## config.mk

```make
export PLATFORM = sky130hd
export DESIGN_NAME = alu_arbiter
export DESIGN_NICKNAME = d
export VERILOG_FILES = /design/src/rtl/alu_pkg.sv /design/src/rtl/rr_arb2.sv /design/src/rtl/alu_arbiter.sv
export SDC_FILE = /design/constraint.sdc
export NUM_CORES = 1
export LEC_CHECK = 0
export CAP_MARGIN = 20
export CORE_UTILIZATION = 30
export DETAILED_ROUTE_END_ITERATION = 12
export GPL_TIMING_DRIVEN = 0
export PLACE_DENSITY_LB_ADDON = 0.15
export REMOVE_ABC_BUFFERS = 1
export SLEW_MARGIN = 5
export SYNTH_ARGS = -nofsm -noshare
export SYNTH_HDL_FRONTEND = slang
export SYNTH_SLANG_ARGS = --single-unit
export TNS_END_PERCENT = 20
```

## constraint.sdc

```tcl
create_clock -name clk -period 7.88 [get_ports clk]
set_input_delay 1.576 -clock clk [delete_from_list [all_inputs] [get_ports clk]]
set_output_delay 1.576 -clock clk [all_outputs]
set_load 0.01 [all_outputs]
```

## src/rtl/alu_pkg.sv

```systemverilog
// Shared ALU definitions: opcodes, operand width defaults and the result function.
// alu_compute works at XLEN_MAX bits; narrower users zero-extend operands and truncate the result.
package alu_pkg;

    localparam int XLEN_DEFAULT = 64;
    localparam int XLEN_MAX     = 64;

    typedef logic [3:0] opcode_t;

    localparam opcode_t OP_AND = 4'b0000;
    localparam opcode_t OP_OR  = 4'b0001;
    localparam opcode_t OP_ADD = 4'b0010;
    localparam opcode_t OP_SUB = 4'b0110;
    localparam opcode_t OP_SLT = 4'b0111;
    localparam opcode_t OP_NOR = 4'b1100;

    typedef struct packed {
        logic [XLEN_MAX-1:0] result;
        logic                err;
    } alu_out_t;

    // Unsupported opcodes return zero with err set; the caller still delivers them.
    function automatic alu_out_t alu_compute(input opcode_t op,
                                             input logic [XLEN_MAX-1:0] a,
                                             input logic [XLEN_MAX-1:0] b);
        alu_out_t o;
        o.result = '0;
        o.err    = 1'b0;
        case (op)
            OP_AND:  o.result = a & b;
            OP_OR:   o.result = a | b;
            OP_ADD:  o.result = a + b;
            OP_SUB:  o.result = a - b;
            OP_SLT:  o.result = {{(XLEN_MAX-1){1'b0}}, (a < b)};
            OP_NOR:  o.result = ~(a | b);
            default: o.err    = 1'b1;
        endcase
        return o;
    endfunction

endpackage

```

## src/rtl/rr_arb2.sv

```systemverilog
// Two-way round-robin arbiter: combinational grant from valid bits and a priority pointer.
// The pointer moves to the other requester whenever the granted request is accepted.
module rr_arb2 (
    input  logic       clk,
    input  logic       rst,
    input  logic [1:0] valid,
    input  logic       advance,
    output logic [1:0] grant
);

    logic ptr;

    always_comb begin
        // NOTE: default assigned first so no path through the case leaves grant unassigned (no latch).
        grant = 2'b00;
        case (valid)
            2'b01:   grant = 2'b01;
            2'b10:   grant = 2'b10;
            2'b11:   grant = ptr ? 2'b10 : 2'b01;
            default: grant = 2'b00;
        endcase
    end

    always_ff @(posedge clk or posedge rst) begin
        // NOTE: non-blocking assignment so every flop samples pre-edge values regardless of block order.
        if (rst)
            ptr <= 1'b0;
        else if (advance)
            ptr <= grant[0];
    end

endmodule

```

## src/rtl/alu_arbiter.sv

```systemverilog
// Two requesters share one ALU through a round-robin arbiter and a single-entry result stage.
// Supports XLEN up to alu_pkg::XLEN_MAX; NREQ must stay at 2.
module alu_arbiter
    import alu_pkg::*;
#(
    parameter int XLEN = XLEN_DEFAULT,
    parameter int NREQ = 2
) (
    input  logic                 clk,
    input  logic                 rst,
    input  logic [NREQ-1:0]      req_valid,
    output logic [NREQ-1:0]      req_ready,
    input  logic [4*NREQ-1:0]    req_op,
    input  logic [NREQ*XLEN-1:0] req_a,
    input  logic [NREQ*XLEN-1:0] req_b,
    output logic [NREQ-1:0]      resp_valid,
    input  logic [NREQ-1:0]      resp_ready,
    output logic [XLEN-1:0]      resp_result,
    output logic                 resp_zero,
    output logic                 resp_err
);

    logic [1:0]      grant;
    logic            stage_valid;
    logic            stage_owner;
    logic [XLEN-1:0] stage_result;
    logic            stage_zero;
    logic            stage_err;
    logic            stage_free;
    logic            accept;
    logic            sel;
    opcode_t         sel_op;
    logic [XLEN-1:0] sel_a;
    logic [XLEN-1:0] sel_b;
    alu_out_t        alu_o;
    logic [XLEN-1:0] alu_result;

    // The stage can take a new operation in the same cycle its owner drains it.
    assign stage_free = !stage_valid || resp_ready[stage_owner];
    assign req_ready  = (rst || !stage_free) ? 2'b00 : grant;
    assign accept     = |req_ready;

    rr_arb2 u_arb (
        .clk     (clk),
        .rst     (rst),
        .valid   (req_valid),
        .advance (accept),
        .grant   (grant)
    );

    assign sel        = grant[1];
    assign sel_op     = sel ? req_op[7:4] : req_op[3:0];
    assign sel_a      = sel ? req_a[2*XLEN-1:XLEN] : req_a[XLEN-1:0];
    assign sel_b      = sel ? req_b[2*XLEN-1:XLEN] : req_b[XLEN-1:0];
    assign alu_o      = alu_compute(sel_op, XLEN_MAX'(sel_a), XLEN_MAX'(sel_b));
    assign alu_result = alu_o.result[XLEN-1:0];

    always_ff @(posedge clk or posedge rst) begin
        // NOTE: the data fields are reset too, because the result outputs must read zero during reset.
        if (rst) begin
            stage_valid  <= 1'b0;
            stage_owner  <= 1'b0;
            stage_result <= '0;
            stage_zero   <= 1'b0;
            stage_err    <= 1'b0;
        end else if (accept) begin
            stage_valid  <= 1'b1;
            stage_owner  <= sel;
            stage_result <= alu_result;
            stage_zero   <= (alu_result == '0);
            stage_err    <= alu_o.err;
        end else if (stage_valid && resp_ready[stage_owner]) begin
            stage_valid  <= 1'b0;
        end
    end

    always_comb begin
        resp_valid = 2'b00;
        if (stage_valid)
            resp_valid[stage_owner] = 1'b1;
    end

    assign resp_result = stage_result;
    assign resp_zero   = stage_zero;
    assign resp_err    = stage_err;

endmodule

```

-- Word-level counts from Yosys, hierarchy flattened
Index checks and enable logic that the tools add are counted.
- input bits: 270
- bits in read-only memories: 0
- bits in latches: 0
- word-level logic and storage cells: 48
- output and inout bits: 70
- memories kept: 0
- flip-flop bits (word level): 69
- memory bits (writable): 0
- muxes and demuxes: 15
- reductions and logical operators: 11
- divide/modulo/power cells: 0
- shifts and indexed selects: 0
- eq/ne operators: 8
- multipliers: 0
- order comparisons: 3
- bitwise gates (word level): 3
- $add $sub $neg: 2
- operators by type and width (kind ; count):
    $pmux 64 s6 ; 1
    $mux 64 ; 2
    $add 64x64->64 ; 1
    $and 64x64->64 ; 1
    $logic_not 64->1 ; 1
    $lt 64x64->1 ; 1
    $not 64->64 ; 1
    $or 64x64->64 ; 1
    $sub 64x64->64 ; 1
    $eq 4x3->1 const B ; 2
    $mux 1 ; 6
    $mux 2 ; 3
    $pmux 2 s3 ; 1
    $reduce_or 6->1 ; 1
    $eq 2x2->1 const B ; 2
    $eq 4x1->1 const B ; 1
    $eq 4x2->1 const B ; 1
    $eq 4x4->1 const B ; 1
    $logic_not 4->1 ; 1
    $mux 4 ; 1
    $eq 2x1->1 const B ; 1
    $logic_and 1x1->1 ; 2
    $logic_not 1->1 ; 2
    $logic_or 1x1->1 ; 2
    other kinds (5) ; 5

-- Depth between registers and ports, before layout
- depth after elaboration: 8
- mapped depth: 25
- gate-level depth less buffers: 20

-- Modules after synthesis
Synthesis repeated with hierarchy kept, for this count alone.
- cell total of the unflattened synthesis: 2210
- area, all modules: 15715.1 sq um
- by module, submodules not included (module ; cells an instance ; area each (sq um) ; times used):
    alu_arbiter ; 2204 ; 15648.8 ; 1
    rr_arb2 ; 6 ; 66.3 ; 1

-- Worst setup path after synthesis
OpenSTA, ideal clock, no wires.
- path kind: in2reg
- from: in req_valid[0]
- to: reg stage_zero (netlist: resp_zero)
- slack: 1.023 ns
- stages on the path: 25
- required time: 7.785 ns
- path buffers: 5
- library setup time: 0.095 ns
- data arrival time: 6.762 ns
- path through: nand2b_1 > buf_2 > nand2_1 > buf_2 > clkbuf_1 > clkbuf_1 > clkbuf_1 > nand2_1 > nand2_1 > ha_1 > inv_1 > fa_1 > nand2b_1 > a211oi_1 > o21a_1 > a21oi_1 > o21ba_2 > or3_1 > and3_1 > o21ai_1 > a41oi_1 > a221oi_1 > a21oi_1 > a2111o_1 > o31ai_1
- cells in the longest elaborated chain, start to end: 7
- RTL lines (element ; line ; text):
    start: declaration ; alu_arbiter.sv:11 ; input logic [NREQ-1:0] req_valid,
    $eq 2x2->1 or $eq 2x1->1 (tied branches) ; rr_arb2.sv:16 ; case (valid)
    $pmux 2 s3 * ; rr_arb2.sv:16 ;
    branches (longest 5 deep; another with $sub 64x64->64) ; n/a ;
    end signal: assignment ; alu_arbiter.sv:70 ; stage_zero <= (alu_result == '0);
    end: declaration ; alu_arbiter.sv:27 ; logic stage_zero;
Every way passes the cells marked *.
A chain may end at the register's enable or synchronous reset.

-- Worst setup path in the final report
Ends and elaborated chain as after synthesis.

==> run_results.csv <==
group,metric,value,unit
placed_design,pre_cts_slack,-1480,ps
layout,nets,3144,
synth,async_flop_share,100,%
synth,synth_area,16300,sq um
synth,synth_top_flop_cell,"dfrtp_1",
sta,slew_headroom,23.0,%
sta,finClkSkew,17.0,ps
setup_path,cp_data_required_time,8200,ps
layout,final_area,21100,sq um
placed_design,gp_congestion,0.947,
sta,hold_violations,0,
floorplan,io_pins,340,
layout,final_cells,3384,
synth,synthTopCellsByArea,"ha_1 15%, dfrtp_1 11%, nand2_1 9.4%",
placed_design,dp_cells,3356,
setup_path,critPathLaunchType,"primary input",
global_routing,grt_pass1_vias,18854,
sta,fin_ws,184,ps
drt,avgViaCountPerCell,5.95,
setup_path,arrival,8010,ps
drt,vias,20129,
synth,synth-edff-count,0,
setup_path,critPathKind,"primary input to flop",
setup_path,path_max_fanout,61,
synth,ys_seq_area_share,10.6,%
placed_design,port_buffers,339,
sta,setup_violations,0,
sta,maxClockFrequency,130,MHz
layout,utilization,39.3,%
global_routing,gr-usage-all-layers,28.9,%
floorplan,initial_core_util,30.4,%
cts,cts.sinks,69,
placed_design,dp_hpwl,67.2,mm
power,finalPower,4.47,mW
cts,cts_buffer_depth,2,
global_routing,grt_first_pass_wirelength,122,mm
floorplan,core_area,53800,sq um
hold_path,hp-class,"flop to flop",
cts,cts_buffers,9,
layout,final_common_cell,"nand2_1",
layout,drive_gt1_share,5.06,%
global_routing,grt_overflow_total,0,
floorplan,die_h,235,um
drt,avgRoutedWirePerCell,24.7,um
power,p_leak,9.28,nW
synth,netlist.area_leader.share,14.6,%
synth,synth_top_area_cell,"ha_1",
cts,cts-root-buf,"clkbuf_16",
power,power.ir.vdd_worst,0.000120,V
floorplan,die_area,55400,sq um
status,outcome,"finished clean",
setup_path,critPathCaptureType,"flop",
global_routing,grt_max_degree,63,
drt,drcViolationCount,0,
sta,period_needed,7700,ps
cts,htree_levels,3,
cts,clkTransAtPathRegs,70,ps
placed_design,placed_cell_area,20500,sq um
drt,first_iter_violations,2014,
cts,insertion_delay,410,ps
floorplan,fp-row-count,85,
sta,rsz0062_at_grt,"no",
synth,ys_ff_latch,69,
drt,ant_nets,0,
run,drv_cap,0,
layout,multi_input_comb_area,13600,sq um
layout,area_growth,29.4,%
cts,tritoncts,"yes",
drt,drt-total-wl,83.4,mm
global_routing,grt_antenna_before_repair,0,
synth,synth_cell_types,90,
layout,final_cell_mix,"410 x nand2_1, 338 x clkdlybuf4s50_1, 226 x nor2_1, 196 x inv_1, 184 x ha_1",
layout,fillCellCount,5785,
synth,synth_warnings,0,
drt,dr.pass1.iters,8,
floorplan,die_w,235,um
sta,fin_setup_tns,0,ps
sta,whs,478,ps
sta,tightest_slew,1160,ps
power,powerDensity,211,nW/um^2
synth,netlist_instances,2443,
sta,finalCritPeriodShare,97.7,%
layout,regArea,1730,sq um
synth,avgSynthCellArea,6.69,sq um
sta,slew_viol_final,0,
-- metal layers --
layer | share of wire, % | routed length (um) | vias up | global-route usage [%]
li1 | - | - | 9446 | -
met1 | 47 | 39300 | 9786 | 41.5
met2 | 44 | 36900 | 833 | 45.5
met3 | 7.1 | 5950 | 64 | 4.34
met4 | 1.6 | 1370 | 0 | 5.88
met5 | 0 | 0 | - | 0
-- registers in the layout, summed over array words and instances (netlist names) --
signal       flops
resp_err         1
resp_result     64
u_arb.ptr        1
stage_owner      1
resp_zero        1
stage_valid      1
-- worst paths after layout --
path,startpoint,to,slack [ps],depth (start not counted)
max in group asynchronous,rst,resp_result[9]$_DFFE_PP0P_,5720,3
hold reg to reg,resp_result[31]$_DFFE_PP0P_,resp_result[31]$_DFFE_PP0P_,480,2
setup reg to reg,u_arb.ptr$_DFFE_PP0P_,resp_zero$_DFFE_PP0P_,1500,19
hold / removal,resp_result[31]$_DFFE_PP0P_,resp_result[31]$_DFFE_PP0P_,480,2
min in group asynchronous,rst,stage_owner$_DFFE_PP0P_,1550,2
setup / recovery,req_valid[0],resp_zero$_DFFE_PP0P_,180,20
-- report_power, final --
group          switching, mW  total (mW)  leakage (nW)  internal (mW)
combinational           2.20        3.48          8.25           1.28
sequential            0.0691       0.537         0.895          0.467
clock                  0.228       0.448         0.139          0.220
-- Yosys cell counts (8+ instances only) --
| library cell | count |
|---|---|
| nand2_1 | 411 |
| nor2_1 | 229 |
| inv_1 | 197 |
| ha_1 | 190 |
| a21oi_1 | 168 |
| o21ai_0 | 130 |
| clkbuf_1 | 98 |
| mux2i_1 | 78 |
| dfrtp_1 | 69 |
| nor3_1 | 55 |
| a221oi_1 | 46 |
| nand3_1 | 46 |
| nand4_1 | 46 |
| o211ai_1 | 37 |
| a21o_1 | 32 |
| a31oi_1 | 32 |
| a211oi_1 | 30 |
| buf_2 | 26 |
| nor4_1 | 26 |
| o31ai_1 | 26 |
| a221o_1 | 25 |
| or3_1 | 23 |
| and2_1 | 22 |
| a22o_1 | 21 |
| nor2b_1 | 20 |
| o21a_1 | 19 |
| buf_1 | 18 |
| o2111ai_1 | 18 |
| o21bai_1 | 18 |
| o221ai_1 | 17 |
| and3_1 | 15 |
| a21boi_0 | 12 |
| a31o_2 | 12 |
| nand2b_1 | 12 |
| xnor2_1 | 12 |
| a22oi_1 | 11 |
| a2111oi_0 | 10 |
| or2_2 | 10 |
| a211o_1 | 9 |
| o211a_1 | 9 |
| o22ai_1 | 9 |
| or4_1 | 9 |
| o311ai_0 | 8 |
| o41ai_1 | 8 |
-- cell families (layout without fill, tap and decap cells) --
logic type      Yosys count  count (layout)  synth area share, %
flops                    69              69                 10.6
buf+inv                 344             587                 8.22
other cells               0               1                    0
fa+ha+maj               192             192                 14.8
mux                      82              82                 5.05
simple gates            957             958                 26.7
xor+xnor                 17              17                0.911
compound gates          782             782                 33.8
-- final cells by class --
type                            instances  share of cell area [%]
Antenna cell                            1                  0.0118
Clock buffer                            9                    1.07
Clock inverter                          7                   0.296
Inverter                              199                    3.54
Multi-Input combinational cell       2031                    64.2
Sequential cell                        69                    8.17
Tap cell                              696                    4.12
Timing Repair Buffer                  372                    18.6
-- repair_timing --
action | in CTS | in global routing
hold buffers | 0 | 0
cloned | 1 | 0
buffers inserted | 0 | 8
resized for setup | 19 | 30
pin swaps | 1 | 4
setup endpoints to repair | 2 | 4
-- worst max-delay path, cell delays in order --
cell,delay (ps)
clkdlybuf4s50_1,580
nand2b_1,260
nand2_8,300
buf_16,290
mux2i_1,340
inv_1,110
ha_1,470
nor4_2,540
nand3_1,190
a21oi_2,290
nor4_4,140
o31ai_4,460
a211o_1,220
o211ai_1,240
o221ai_2,420
nor4b_1,100
or4_1,460
a211oi_4,400
nand4b_1,220
o31ai_1,270
Power figures use the tool's default switching activity.
